<file path="src/rtl/clock_display_scan.sv">
// Six-digit multiplexed seven-segment scanner for HH:MM:SS, snapshotting disp_time once per frame.
// Optional: define DISP_BLANK_LZ_EN to blank the leading hours-tens digit when hours < 10.
module clock_display_scan #(
  parameter int unsigned DIGIT_HOLD     = 2,
  parameter bit          SEG_ACTIVE_LOW = 1'b1,
  parameter bit          AN_ACTIVE_LOW  = 1'b1
) (
  input  logic        kh_clk,
  input  logic        reset,
  input  logic [26:0] disp_time,
  output logic [6:0]  seg,
  output logic        dp,
  output logic [5:0]  an,
  output logic        frame_start,
  output logic        err
);

  localparam logic [7:0] HOLD_LAST = 8'(DIGIT_HOLD - 1);
  localparam logic [6:0] SEG_OFF   = SEG_ACTIVE_LOW ? 7'h7F : 7'h00;
  localparam logic [5:0] AN_OFF    = AN_ACTIVE_LOW ? 6'h3F : 6'h00;
  localparam logic       DP_OFF    = SEG_ACTIVE_LOW;
  localparam logic [3:0] DASH_CODE = 4'd10;

  logic        run,      run_n;
  logic [7:0]  hold_cnt, hold_n;
  logic [2:0]  idx,      idx_n;
  logic [26:0] snap,     snap_n;
  logic        fs_n;
  logic [6:0]  seg_n;
  logic        dp_n;
  logic [5:0]  an_n;
  logic        err_n;

  // Tens digit of a value below 64 by a compare chain.
  function automatic logic [2:0] tens_of(input logic [5:0] v);
    if      (v >= 6'd60) return 3'd6;
    else if (v >= 6'd50) return 3'd5;
    else if (v >= 6'd40) return 3'd4;
    else if (v >= 6'd30) return 3'd3;
    else if (v >= 6'd20) return 3'd2;
    else if (v >= 6'd10) return 3'd1;
    else                 return 3'd0;
  endfunction

  function automatic logic [3:0] units_of(input logic [5:0] v);
    logic [2:0] t;
    logic [5:0] u;
    t = tens_of(v);
    u = v - {t, 3'b000} - {2'b00, t, 1'b0};
    return u[3:0];
  endfunction

  // Active-high {g,f,e,d,c,b,a}; any code above 9 renders as a dash.
  function automatic logic [6:0] font(input logic [3:0] d);
    case (d)
      4'd0:    return 7'b0111111;
      4'd1:    return 7'b0000110;
      4'd2:    return 7'b1011011;
      4'd3:    return 7'b1001111;
      4'd4:    return 7'b1100110;
      4'd5:    return 7'b1101101;
      4'd6:    return 7'b1111101;
      4'd7:    return 7'b0000111;
      4'd8:    return 7'b1111111;
      4'd9:    return 7'b1101111;
      default: return 7'b1000000;
    endcase
  endfunction

  // Scan sequencing: next idx/hold/snapshot.
  // NOTE: every variable written in always_comb gets a default first, so no latch can be inferred.
  always_comb begin
    run_n  = 1'b1;
    hold_n = hold_cnt;
    idx_n  = idx;
    snap_n = snap;
    fs_n   = 1'b0;
    if (!run) begin
      hold_n = 8'd0;
      idx_n  = 3'd0;
      snap_n = disp_time;
      fs_n   = 1'b1;
    end else if (hold_cnt < HOLD_LAST) begin
      hold_n = hold_cnt + 8'd1;
    end else begin
      hold_n = 8'd0;
      if (idx == 3'd5) begin
        idx_n  = 3'd0;
        snap_n = disp_time;
        fs_n   = 1'b1;
      end else begin
        idx_n = idx + 3'd1;
      end
    end
  end

  // Output decode works on the post-edge idx/snapshot so registered outputs carry no extra lag.
  always_comb begin
    logic [4:0] hr;
    logic [5:0] mn, sc;
    logic [9:0] ms;
    logic       hr_bad, mn_bad, sc_bad, blank;
    logic [3:0] code;

    hr = snap_n[26:22];
    mn = snap_n[21:16];
    sc = snap_n[15:10];
    ms = snap_n[9:0];
    hr_bad = hr > 5'd23;
    mn_bad = mn > 6'd59;
    sc_bad = sc > 6'd59;
    blank  = 1'b0;
    code   = 4'd0;

    case (idx_n)
      3'd0:    code = sc_bad ? DASH_CODE : units_of(sc);
      3'd1:    code = sc_bad ? DASH_CODE : {1'b0, tens_of(sc)};
      3'd2:    code = mn_bad ? DASH_CODE : units_of(mn);
      3'd3:    code = mn_bad ? DASH_CODE : {1'b0, tens_of(mn)};
      3'd4:    code = hr_bad ? DASH_CODE : units_of({1'b0, hr});
      3'd5:    code = hr_bad ? DASH_CODE : {1'b0, tens_of({1'b0, hr})};
      default: code = 4'd0;
    endcase

`ifdef DISP_BLANK_LZ_EN
    blank = (idx_n == 3'd5) && !hr_bad && (hr < 5'd10);
`else
    blank = 1'b0;
`endif

    seg_n = blank ? SEG_OFF : (SEG_ACTIVE_LOW ? ~font(code) : font(code));
    dp_n  = ((idx_n == 3'd2 || idx_n == 3'd4) && ms < 10'd500) ? ~DP_OFF : DP_OFF;
    an_n  = AN_ACTIVE_LOW ? ~(6'b000001 << idx_n) : (6'b000001 << idx_n);
    err_n = hr_bad | mn_bad | sc_bad;
  end

  // NOTE: sequential state uses non-blocking assignments so all registers update together on the edge.
  always_ff @(posedge kh_clk or negedge reset) begin
    if (!reset) begin
      run         <= 1'b0;
      hold_cnt    <= 8'd0;
      idx         <= 3'd0;
      snap        <= 27'd0;
      frame_start <= 1'b0;
      err         <= 1'b0;
      seg         <= SEG_OFF;
      dp          <= DP_OFF;
      an          <= AN_OFF;
    end else begin
      run         <= run_n;
      hold_cnt    <= hold_n;
      idx         <= idx_n;
      snap        <= snap_n;
      frame_start <= fs_n;
      err         <= err_n;
      seg         <= seg_n;
      dp          <= dp_n;
      an          <= an_n;
    end
  end

endmodule

</file>
<file path="config.mk">
export PLATFORM = sky130hd
export DESIGN_NAME = clock_display_scan
export DESIGN_NICKNAME = d
export VERILOG_FILES = /design/src/rtl/clock_display_scan.sv
export SDC_FILE = /design/constraint.sdc
export NUM_CORES = 1
export LEC_CHECK = 0
export ABC_CLOCK_PERIOD_IN_PS = 8100
export BUFFER_PORTS_ARGS = -buffer_cell sky130_fd_sc_hd__buf_2
export CORE_UTILIZATION = 35
export DETAILED_ROUTE_END_ITERATION = 16
export MAX_ROUTING_LAYER = met4
export PLACE_DENSITY = 0.61
export SLEW_MARGIN = 25
export SYNTH_ARGS = -nofsm -noshare
export SYNTH_HDL_FRONTEND = slang
export SYNTH_SLANG_ARGS = --single-unit
</file>
<file path="constraint.sdc">
create_clock -name kh_clk -period 8.1 [get_ports kh_clk]
set_input_delay 0.81 -clock kh_clk [delete_from_list [all_inputs] [get_ports kh_clk]]
set_output_delay 0.81 -clock kh_clk [all_outputs]
set_load 0.005 [all_outputs]
</file>
Yosys cells after proc, flatten, opt, wreduce, memory -nomap -nowiden
Memory sizes are Yosys's and may differ from the RTL's.
Cells that the tools add are included.
{"block": "totals", "regBits": 55, "mem_count": 1, "out_inout_bits": 16, "romBits": 112, "word_cells": 95}
{"block": "op_classes", "reduce_logical": 3, "n_mux": 40, "bitwise_logic": 4, "n_addsub": 8, "n_eq_ne": 6, "order_cmp": 23, "shifts": 1}
{"name": "(name not given)", "depth": 16, "word_bits": 7, "rd": 1, "rd_clocked_by_memory_dff": 0, "wr": 0, "line_no": "55", "text": "case (d)"}
{"cell": "27-bit 2-to-1 mux", "n": 3}
{"cell": "3-bit 2-to-1 mux", "n": 19}
{"cell": "6-bit >= comparator, second input constant", "n": 6}
{"cell": "6-bit by 5-bit >= comparator with 1-bit output, second input constant", "n": 4}
{"cell": "4-bit 2-to-1 mux", "n": 6}
{"cell": "4-bit one-hot mux with 6 select lines", "n": 1}
{"cell": "4-bit subtractor", "n": 6}
{"cell": "5-bit by 6-bit >= comparator with 1-bit output, second input constant", "n": 3}
{"cell": "8-bit 2-to-1 mux", "n": 2}
{"cell": "6-bit by 4-bit >= comparator with 1-bit output, second input constant", "n": 2}
{"cell": "6-bit greater-than comparator, second input constant", "n": 2}
{"cell": "5-bit >= comparator, second input constant", "n": 2}
{"cell": "10-bit by 9-bit < comparator with 1-bit output, second input constant", "n": 1}
{"cell": "3-bit == test, second input constant", "n": 3}
{"cell": "8-bit by 1-bit adder with 8-bit output, second input constant", "n": 1}
{"cell": "8-bit by 1-bit < comparator with 1-bit output, second input constant", "n": 1}
{"cell": "1-bit 2-to-1 mux", "n": 7}
{"cell": "7-bit NOT", "n": 1}
{"cell": "3-bit by 2-bit == test with 1-bit output, second input constant", "n": 2}
{"cell": "6-bit NOT", "n": 1}
{"cell": "1-bit by 3-bit << shifter with 6-bit output, first input constant", "n": 1}
{"cell": "5-bit by 4-bit >= comparator with 1-bit output, second input constant", "n": 1}
{"cell": "5-bit greater-than comparator, second input constant", "n": 1}
{"cell": "2-bit 2-to-1 mux", "n": 2}
{"cell": "other kinds (6)", "n": 7}

Longest topological paths before layout
Gate-level depths: netlist of run 1.
An unclocked memory read counts as a cell.
{"block": "logic_depth", "depth_word": 18, "ltp_mapped": 20}

Worst setup path before layout of run 1
OpenSTA, ideal clock, no wires.
{"block": "synth_path", "path_kind": "register to register", "from": "register hold_cnt[0]", "to": "register seg[3]", "path_slack_ps": 3192, "required_ps": 8018, "setup_ps": 82, "period_less_slack_ps": 4908, "stages_incl_launch_ff": 21, "arrival_ps": 4826, "cell_sequence": "dfrtp_1 > inv_1 > ha_1 > or4bb_4 > o2bb2ai_4 > buf_4 > buf_6 > clkbuf_1 > mux2_2 > ha_1 > and4b_1 > o21ai_0 > mux2_2 > nor4bb_1 > a31o_2 > nor4_1 > inv_1 > ha_1 > nor2_1 > nor2_1 > mux2_4"}
{"block": "synth_via", "elab_chain_len": 17}
{"item": "from (decl)", "line_no": "25", "text": "logic [7:0] hold_cnt, hold_n;"}
{"item": "from (signal assigned)", "line_no": "151", "text": "hold_cnt <= hold_n;"}
{"item": "8-bit by 1-bit < comparator with 1-bit output (*)", "line_no": "83", "text": "end else if (hold_cnt < HOLD_LAST) begin"}
{"item": "27-bit 2-to-1 mux (*)", "line_no": "83"}
{"item": "27-bit 2-to-1 mux (*)", "line_no": "78", "text": "if (!run) begin"}
{"item": "net snap_n[22]", "line_no": "27", "text": "logic [26:0] snap, snap_n;"}
{"item": "5-bit by 4-bit >= comparator with 1-bit output", "line_no": "41", "text": "else if (v >= 6'd10) return 3'd1;"}
{"item": "1-bit 2-to-1 mux", "line_no": "41"}
{"item": "3-bit 2-to-1 mux", "line_no": "40", "text": "else if (v >= 6'd20) return 3'd2;"}
{"item": "3-bit 2-to-1 mux", "line_no": "39", "text": "else if (v >= 6'd30) return 3'd3;"}
{"item": "(+2 left out)"}
{"item": "3-bit 2-to-1 mux", "line_no": "36", "text": "if (v >= 6'd60) return 3'd6;"}
{"item": "3-bit 2-to-1 mux", "line_no": "115", "text": "case (idx_n)"}
{"item": "4-bit subtractor (2 in a row)", "line_no": "49", "text": "u = v - {t, 3'b000} - {2'b00, t, 1'b0};"}
{"item": "4-bit 2-to-1 mux", "line_no": "120", "text": "3'd4: code = hr_bad ? DASH_CODE : units_of({1'b0, hr});"}
{"item": "4-bit one-hot mux with 6 select lines (*)", "line_no": "115"}
{"item": "memory 16 x 7 bit (*)"}
{"item": "7-bit NOT (*)", "line_no": "131", "text": "seg_n = blank ? SEG_OFF : (SEG_ACTIVE_LOW ? ~font(code) : font(code));"}
{"item": "net seg_n[3]", "line_no": "29", "text": "logic [6:0] seg_n;"}
{"item": "to (signal assigned)", "line_no": "156", "text": "seg <= seg_n;"}
{"item": "to (decl)", "line_no": "11", "text": "output logic [6:0] seg,"}
Mark *: on every way through the listed nets, which the timed path passes. The rest lies on a longest branch. The select of a mux whose other input is x is not followed.

Worst setup path after layout of run 1
Same ends and word-level chain as after synthesis.

==> flow_metrics.tcl, run 1 <==
set metrics [dict create \
    seqPwrFrac_pct 46.2 \
    core-area_sq_mm 0.00973 \
    final.min_clock_period_ns 5.01 \
    p_sw_uw 240 \
    port_buffers 42 \
    grt_setup_unrepaired "no" \
    synthFlopType "dfrtp_1" \
    p_total_uw 728 \
    drt_iter0_drc 160 \
    grtUsageMet2_pct 22.3 \
    swShare_pct 33.0 \
    synth_fa_ha_area_share_pct 7.49 \
    worst_clock_skew_ns 0.0124 \
    hpwl_microns 5360 \
    power.density_mw_per_mm2 187 \
    cp_data_required_time_ns 8.35 \
    synth_edf_count 0 \
    clockPowerShare_pct 21.3 \
    netlist_area_sq_mm 0.00351 \
    num_antenna_cells 0 \
    maxSlewHeadroom_pct 44.8 \
    synth-compound-area-share_pct 15.6 \
    final_cell_mix "buf_2, dfrtp_1, inv_1" \
    cts_tree "done" \
    globalplace.congestion 0.826 \
    path_class "flip-flop to flip-flop" \
    drc_errors 1 \
    post_cts_buffers 0 \
    drt_wl_total_microns 7110 \
    mostFrequentLayoutCell "buf_2" \
    synth.area.mux_share_pct 11.4 \
    dp_cells 523 \
    hold_path_class "flip-flop to flip-flop" \
    intPower_uw 488 \
    ioPinCount 45 \
    clk_path_buf_depth 2 \
    worstMarginPinSlew_ns 0.828 \
    max_freq_mhz 200 \
    clkTransAtPathRegs_ns 0.10 \
    area_growth_syn_to_layout_pct 11.3 \
    via_per_inst 4.99 \
    busiest_layer "met2" \
    synth_seq_area_share_pct 38.3 \
    die_area_sq_mm 0.0104 \
    setup_tns_ns 0 \
    critPathLaunchType "flip-flop" \
    p_leak_uw 0.00174 \
    drv_cap 0 \
    hold_viol_final 0 \
    vias 2649 \
    antenna_found_initial 0 \
    cts.sinks 53 \
    cts_hold_buffers 0 \
    power_frac_comb_pct 32.5 \
    wl_per_cell_microns 13.4 \
    detail_route.first_pass.iterations 10 \
    cts_buffers 5 \
    ys_seq_elements 53 \
    die_w_microns 102 \
    cts_root_buf "clkbuf_8" \
    synth_top_family_by_area "simple AND/OR/NAND/NOR gates" \
    cts_resized 0 \
    htreeDepth 2 \
    synth-async-reset-ratio_pct 100 \
    period_share_pct 61.8 \
    setup_viol 0 \
    die_h_microns 102 \
    synthXorXnorAreaFrac_pct 3.99 \
    grt_use_met1_pct 21.8 \
    crit_path_max_fanout 14 \
    num_rows 36 \
    first_global_vias 2482 \
    ir_worst_vdd_v 0.0000796 \
    arrival_ns 5.26 \
    yosysWarnings 0 \
    use_met3_pct 2.33 \
    grt_pass1_wl_microns 12000 \
    drive_above_1_share_pct 24.4 \
    synth-simple-area-share_pct 16.1 \
    final_cells 531 \
    track_usage_pct 15.1 \
    insertion_delay_ns 0.31 \
    grt-ovfl-total 0 \
    worst_setup_path_end_kind "flip-flop" \
    violations "DRC" \
    layout.nets 443 \
    status "finished with violations" \
    drt.antenna.violating_nets 0 \
    slew_violations 0 \
    syn_inst 361 \
    syn_avg_cell_area_sq_um 9.72 \
    ys_types 62 \
    grt_max_degree 54 \
    start_util_pct 36.1 \
]
-- cell type report --
type | instances | area [sq um]
flip-flops and latches | 53 | 1340
inverters | 36 | 135
repair buffers | 44 | 225
clock buffers | 5 | 68.8
fillers | 997 | 5830
clock inverters | 3 | 25.0
multi-input cells | 257 | 1940
well taps | 133 | 166
-- layer usage --
| metal | vias to the layer above | share of wire (%) |
|---|---|---|
| met1 | 1246 | 51 |
| li1 | 1343 | - |
| met4 | 0 | 0.69 |
| met5 | - | 0 |
| met3 | 5 | 3.8 |
| met2 | 55 | 44 |
-- Yosys cell counts, types with 3 or more instances --
library cell | count | area, sq um
a211o_1 | 3 | 26.3
a21oi_1 | 17 | 85.1
a221o_1 | 3 | 30.0
buf_6 | 4 | 45.0
clkbuf_1 | 14 | 52.6
dfrtp_1 | 39 | 976
dfstp_2 | 14 | 368
ha_1 | 17 | 213
inv_1 | 35 | 131
maj3_1 | 5 | 50.1
mux2_2 | 16 | 180
mux2i_1 | 18 | 180
nand2_1 | 19 | 71.3
nand2b_1 | 6 | 37.5
nand3_1 | 6 | 30.0
nand3b_1 | 5 | 37.5
nand4_1 | 7 | 43.8
nor2_1 | 20 | 75.1
nor2b_1 | 6 | 37.5
nor3_1 | 9 | 45.0
nor4_1 | 4 | 25.0
o211ai_1 | 7 | 52.6
o21ai_0 | 15 | 75.1
or3b_2 | 4 | 35.0
xnor2_1 | 9 | 78.8
xor2_1 | 7 | 61.3
-- kinds of logic (layout without fill, tap and decap cells) --
group	Yosys count	after routing
xor gates and xnor gates	16	16
muxes	37	37
AOI/OAI and AO/OA	75	75
adders and majority gates	22	22
DFF	53	53
other	2	6
and+or+nand+nor	101	101
buffers and inverters	55	88
-- path summary, 6_finish.rpt --
| check | slack, ns | start | cells past startpoint | to |
|---|---|---|---|---|
| worst max register to register | 3.09 | hold_cnt[0] | 18 | seg[3] |
| worst min-delay path | 0.48 | hold_cnt[0] | 1 | hold_cnt[0] |
| worst max-delay path | 3.09 | hold_cnt[0] | 18 | seg[3] |
| max in group asynchronous | 7.04 | reset | 2 | hold_cnt[2] |
| worst min register to register | 0.48 | hold_cnt[0] | 1 | hold_cnt[0] |
| min in group asynchronous | 0.60 | reset | 2 | snap[13] |
-- sequential cells by signal (all words and copies together), names as in the netlist --
name         flops
snap            25
hold_cnt         8
seg              7
an               6
idx              3
dp               1
err              1
frame_start      1
run              1
-- worst max-delay path, cell delays in order (launching register included) --
cell and delay, ns:
dfrtp_1 0.41, inv_1 0.06, ha_1 0.17, or4bb_4 0.57, o2bb2ai_4 0.43, mux2i_1 0.48, inv_1 0.13, ha_1 0.21
and4b_1 0.24, o21ai_0 0.07, mux2_2 0.33, nor4bb_1 0.16, a31o_2 0.24, nor4_1 0.57, inv_1 0.19, ha_1 0.26
nor2_1 0.10, nor2_1 0.06, mux2_4 0.26
-- per-stage QoR --
stage          hold WS, ns  setup slack (ns)  util [%]  area [sq um]
6_report             0.479              3.09      40.1          3900
2_1_floorplan        0.438              3.19         -          3520
5_1_grt              0.509              2.67      40.1          3900
3_5_place_dp         0.480              3.06      39.2          3810
4_1_cts              0.491              3.05      40.1          3900
3_3_place_gp         0.454              3.12      39.2          3810
-- power groups by stage --
stage | clock (uW) | sequential, uW | combinational [uW]
final | 155 | 337 | 237
after global routing | 174 | 342 | 271
after CTS | 163 | 336 | 240
after detailed placement | 0 | 341 | 239
after global placement | 0 | 340 | 234
after floorplan | 0 | 335 | 181
Note: power is estimated with default switching activity, not from simulation.
==> run 2, diff against run 1 <==
--- a/config.mk
+++ b/config.mk
@@ -5,12 +5,12 @@
 export SDC_FILE = /design/constraint.sdc
 export NUM_CORES = 1
 export LEC_CHECK = 0
-export ABC_CLOCK_PERIOD_IN_PS = 8100
+export ABC_CLOCK_PERIOD_IN_PS = 4300
 export BUFFER_PORTS_ARGS = -buffer_cell sky130_fd_sc_hd__buf_2
 export CORE_UTILIZATION = 35
 export DETAILED_ROUTE_END_ITERATION = 16
 export MAX_ROUTING_LAYER = met4
-export PLACE_DENSITY = 0.61
+export PLACE_DENSITY = 0.63
 export SLEW_MARGIN = 25
 export SYNTH_ARGS = -nofsm -noshare
 export SYNTH_HDL_FRONTEND = slang
==> constraint.sdc (replaced) <==
create_clock -name kh_clk -period 4.3 [get_ports kh_clk]
set_input_delay 0.43 -clock kh_clk [delete_from_list [all_inputs] [get_ports kh_clk]]
set_output_delay 0.43 -clock kh_clk [all_outputs]
set_load 0.005 [all_outputs]
==> flow_metrics.tcl, run 2 (synthesis results as in run 1) <==
set metrics [dict create \
    hold_path_class "input pin to async pin" \
    via_per_inst 5.03 \
    hpwl_microns 5680 \
    drv_cap 0 \
    crit_path_max_fanout 6 \
    top_regs "snap (25), hold_cnt (8), seg (7)" \
    fillers 980 \
    detail_route.first_pass.iterations 6 \
    start_util_pct 36.1 \
    p_total_uw 1420 \
    drc_errors 0 \
    port_buffers 42 \
    num_rows 36 \
    drt_iter0_drc 97 \
    critPathLaunchType "flip-flop" \
    worst_setup_path_end_kind "flip-flop" \
    arrival_ns 4.41 \
    insertion_delay_ns 0.31 \
    dpl_cell_area_sq_mm 0.00392 \
    cts_buffers 5 \
    mostFrequentLayoutCell "buf_2" \
    critPathSlowestCell "or4bb_4" \
    layout.nets 460 \
    hold_slack_ns 0.212 \
    area_growth_syn_to_layout_pct 15.9 \
    finish.instance_area_sq_mm 0.00407 \
    vias 2754 \
    ir_worst_vdd_v 0.000141 \
    worst_clock_skew_ns 0.00674 \
    path_class "flip-flop to flip-flop" \
    core-area_sq_mm 0.00973 \
    drt.antenna.violating_nets 0 \
    power.density_mw_per_mm2 349 \
    ioPinCount 45 \
    crit_start "hold_cnt[0]" \
    antenna_found_initial 0 \
    grt-ovfl-total 0 \
    setup_viol 0 \
    final.min_clock_period_ns 4.17 \
    globalplace.congestion 0.862 \
    worstMarginPinSlew_ns 0.665 \
    num_antenna_cells 0 \
    status "finished clean" \
    p_leak_uw 0.00183 \
    slew_violations 0 \
    die_w_microns 102 \
    die_h_microns 102 \
    wl_per_cell_microns 13.6 \
    first_global_vias 2753 \
    top_register "snap" \
    cp_data_required_time_ns 4.54 \
    drt_wl_total_microns 7450 \
    final_cell_mix "buf_2, dfrtp_1, inv_1" \
    htreeDepth 2 \
    max_freq_mhz 240 \
    grt_max_degree 54 \
    worstPathCellList "inv_1 > ha_1 > or4bb_4 > o2bb2ai_4 > mux2_2 > ha_1 > and4b_1 > o21ai_0 > mux2_4 > nor4bb_1 > a31o_2 > nor4_4 > inv_1 > ha_2 > nor2_1 > nor2_1 > mux2_4" \
    cts_tree "done" \
    period_share_pct 96.9 \
    clkTransAtPathRegs_ns 0.10 \
    maxSlewHeadroom_pct 55.7 \
    die_area_sq_mm 0.0104 \
    setup_tns_ns 0 \
    grt_setup_unrepaired "yes" \
    largest_reg_flops 25 \
    track_usage_pct 15.6 \
    grt_pass1_wl_microns 12400 \
    hold_viol_final 0 \
    cts_root_buf "clkbuf_8" \
    clk_path_buf_depth 2 \
    drive_above_1_share_pct 28.2 \
    cts.sinks 53 \
    r2r-start "hold_cnt[0]" \
    critPathMaxStageDelay_ns 0.50 \
]
## run 2: path summary, 6_finish.rpt
kind | end | slack, ns | cells past startpoint
setup reg to reg | seg[3] | 0.13 | 17
max in group asynchronous | err | 3.62 | 2
setup / recovery | seg[3] | 0.13 | 17
min in group kh_clk | snap[10] | 0.36 | 3
hold / removal | snap[11] | 0.21 | 2
hold reg to reg | hold_cnt[0] | 0.48 | 1
## run 2: layout make-up
type	count	area (sq um)	share of cell area [%]
multi-input cells	257	1970	48.4
flip-flops and latches	53	1340	33.0
repair buffers	61	365	8.98
well taps	133	166	4.09
inverters	36	135	3.32
clock buffers	5	68.8	1.69
clock inverters	3	21.3	0.523
## run 2: per-stage QoR
step                      setup slack, ns  utilization [%]  std cells
after detailed placement           0.0944             40.3        535
final                               0.134             41.8        548
after floorplan                    0.0188                -        365
after global routing              -0.0787             41.8        548
after CTS                          0.0802             41.2        543
after global placement              0.172             40.3        535
## run 2: where the power goes
| part | internal (uW) | total [uW] | switching [uW] | leakage [uW] |
|---|---|---|---|---|
| Combinational | 243 | 495 | 251 | 0.00117 |
| Sequential | 591 | 636 | 45.6 | 0.000616 |
| Clock | 116 | 290 | 174 | 0.0000445 |
| Total | 950 | 1420 | 471 | 0.00183 |
## run 2: metal layers
layer | vias up | track usage (%) | wire (microns) | part of all wire [%]
li1 | 1381 | - | - | -
met1 | 1325 | 19.0 | 3550 | 48
met2 | 36 | 26.7 | 3630 | 49
met3 | 12 | 2.39 | 169 | 2.3
met4 | 0 | 4.73 | 100 | 1.3
met5 | - | - | 0 | 0
## run 2: worst max-delay path: cells and delay by family, from the launching register on
kind	cells	cell delay (ns)
AND/OR/NAND/NOR	6	1.36
multiplexers	3	0.95
AO/OA/AOI/OAI	3	0.61
adder cells (fa/ha/maj)	3	0.56
flip-flops	1	0.41
buffers and inverters	2	0.20
## run 2: repair_timing
action | CTS | global route
endpoints found under the setup margin | 0 | 5
gates resized for setup | 0 | 1
buffers inserted | 0 | 5
hold buffers | 0 | 0
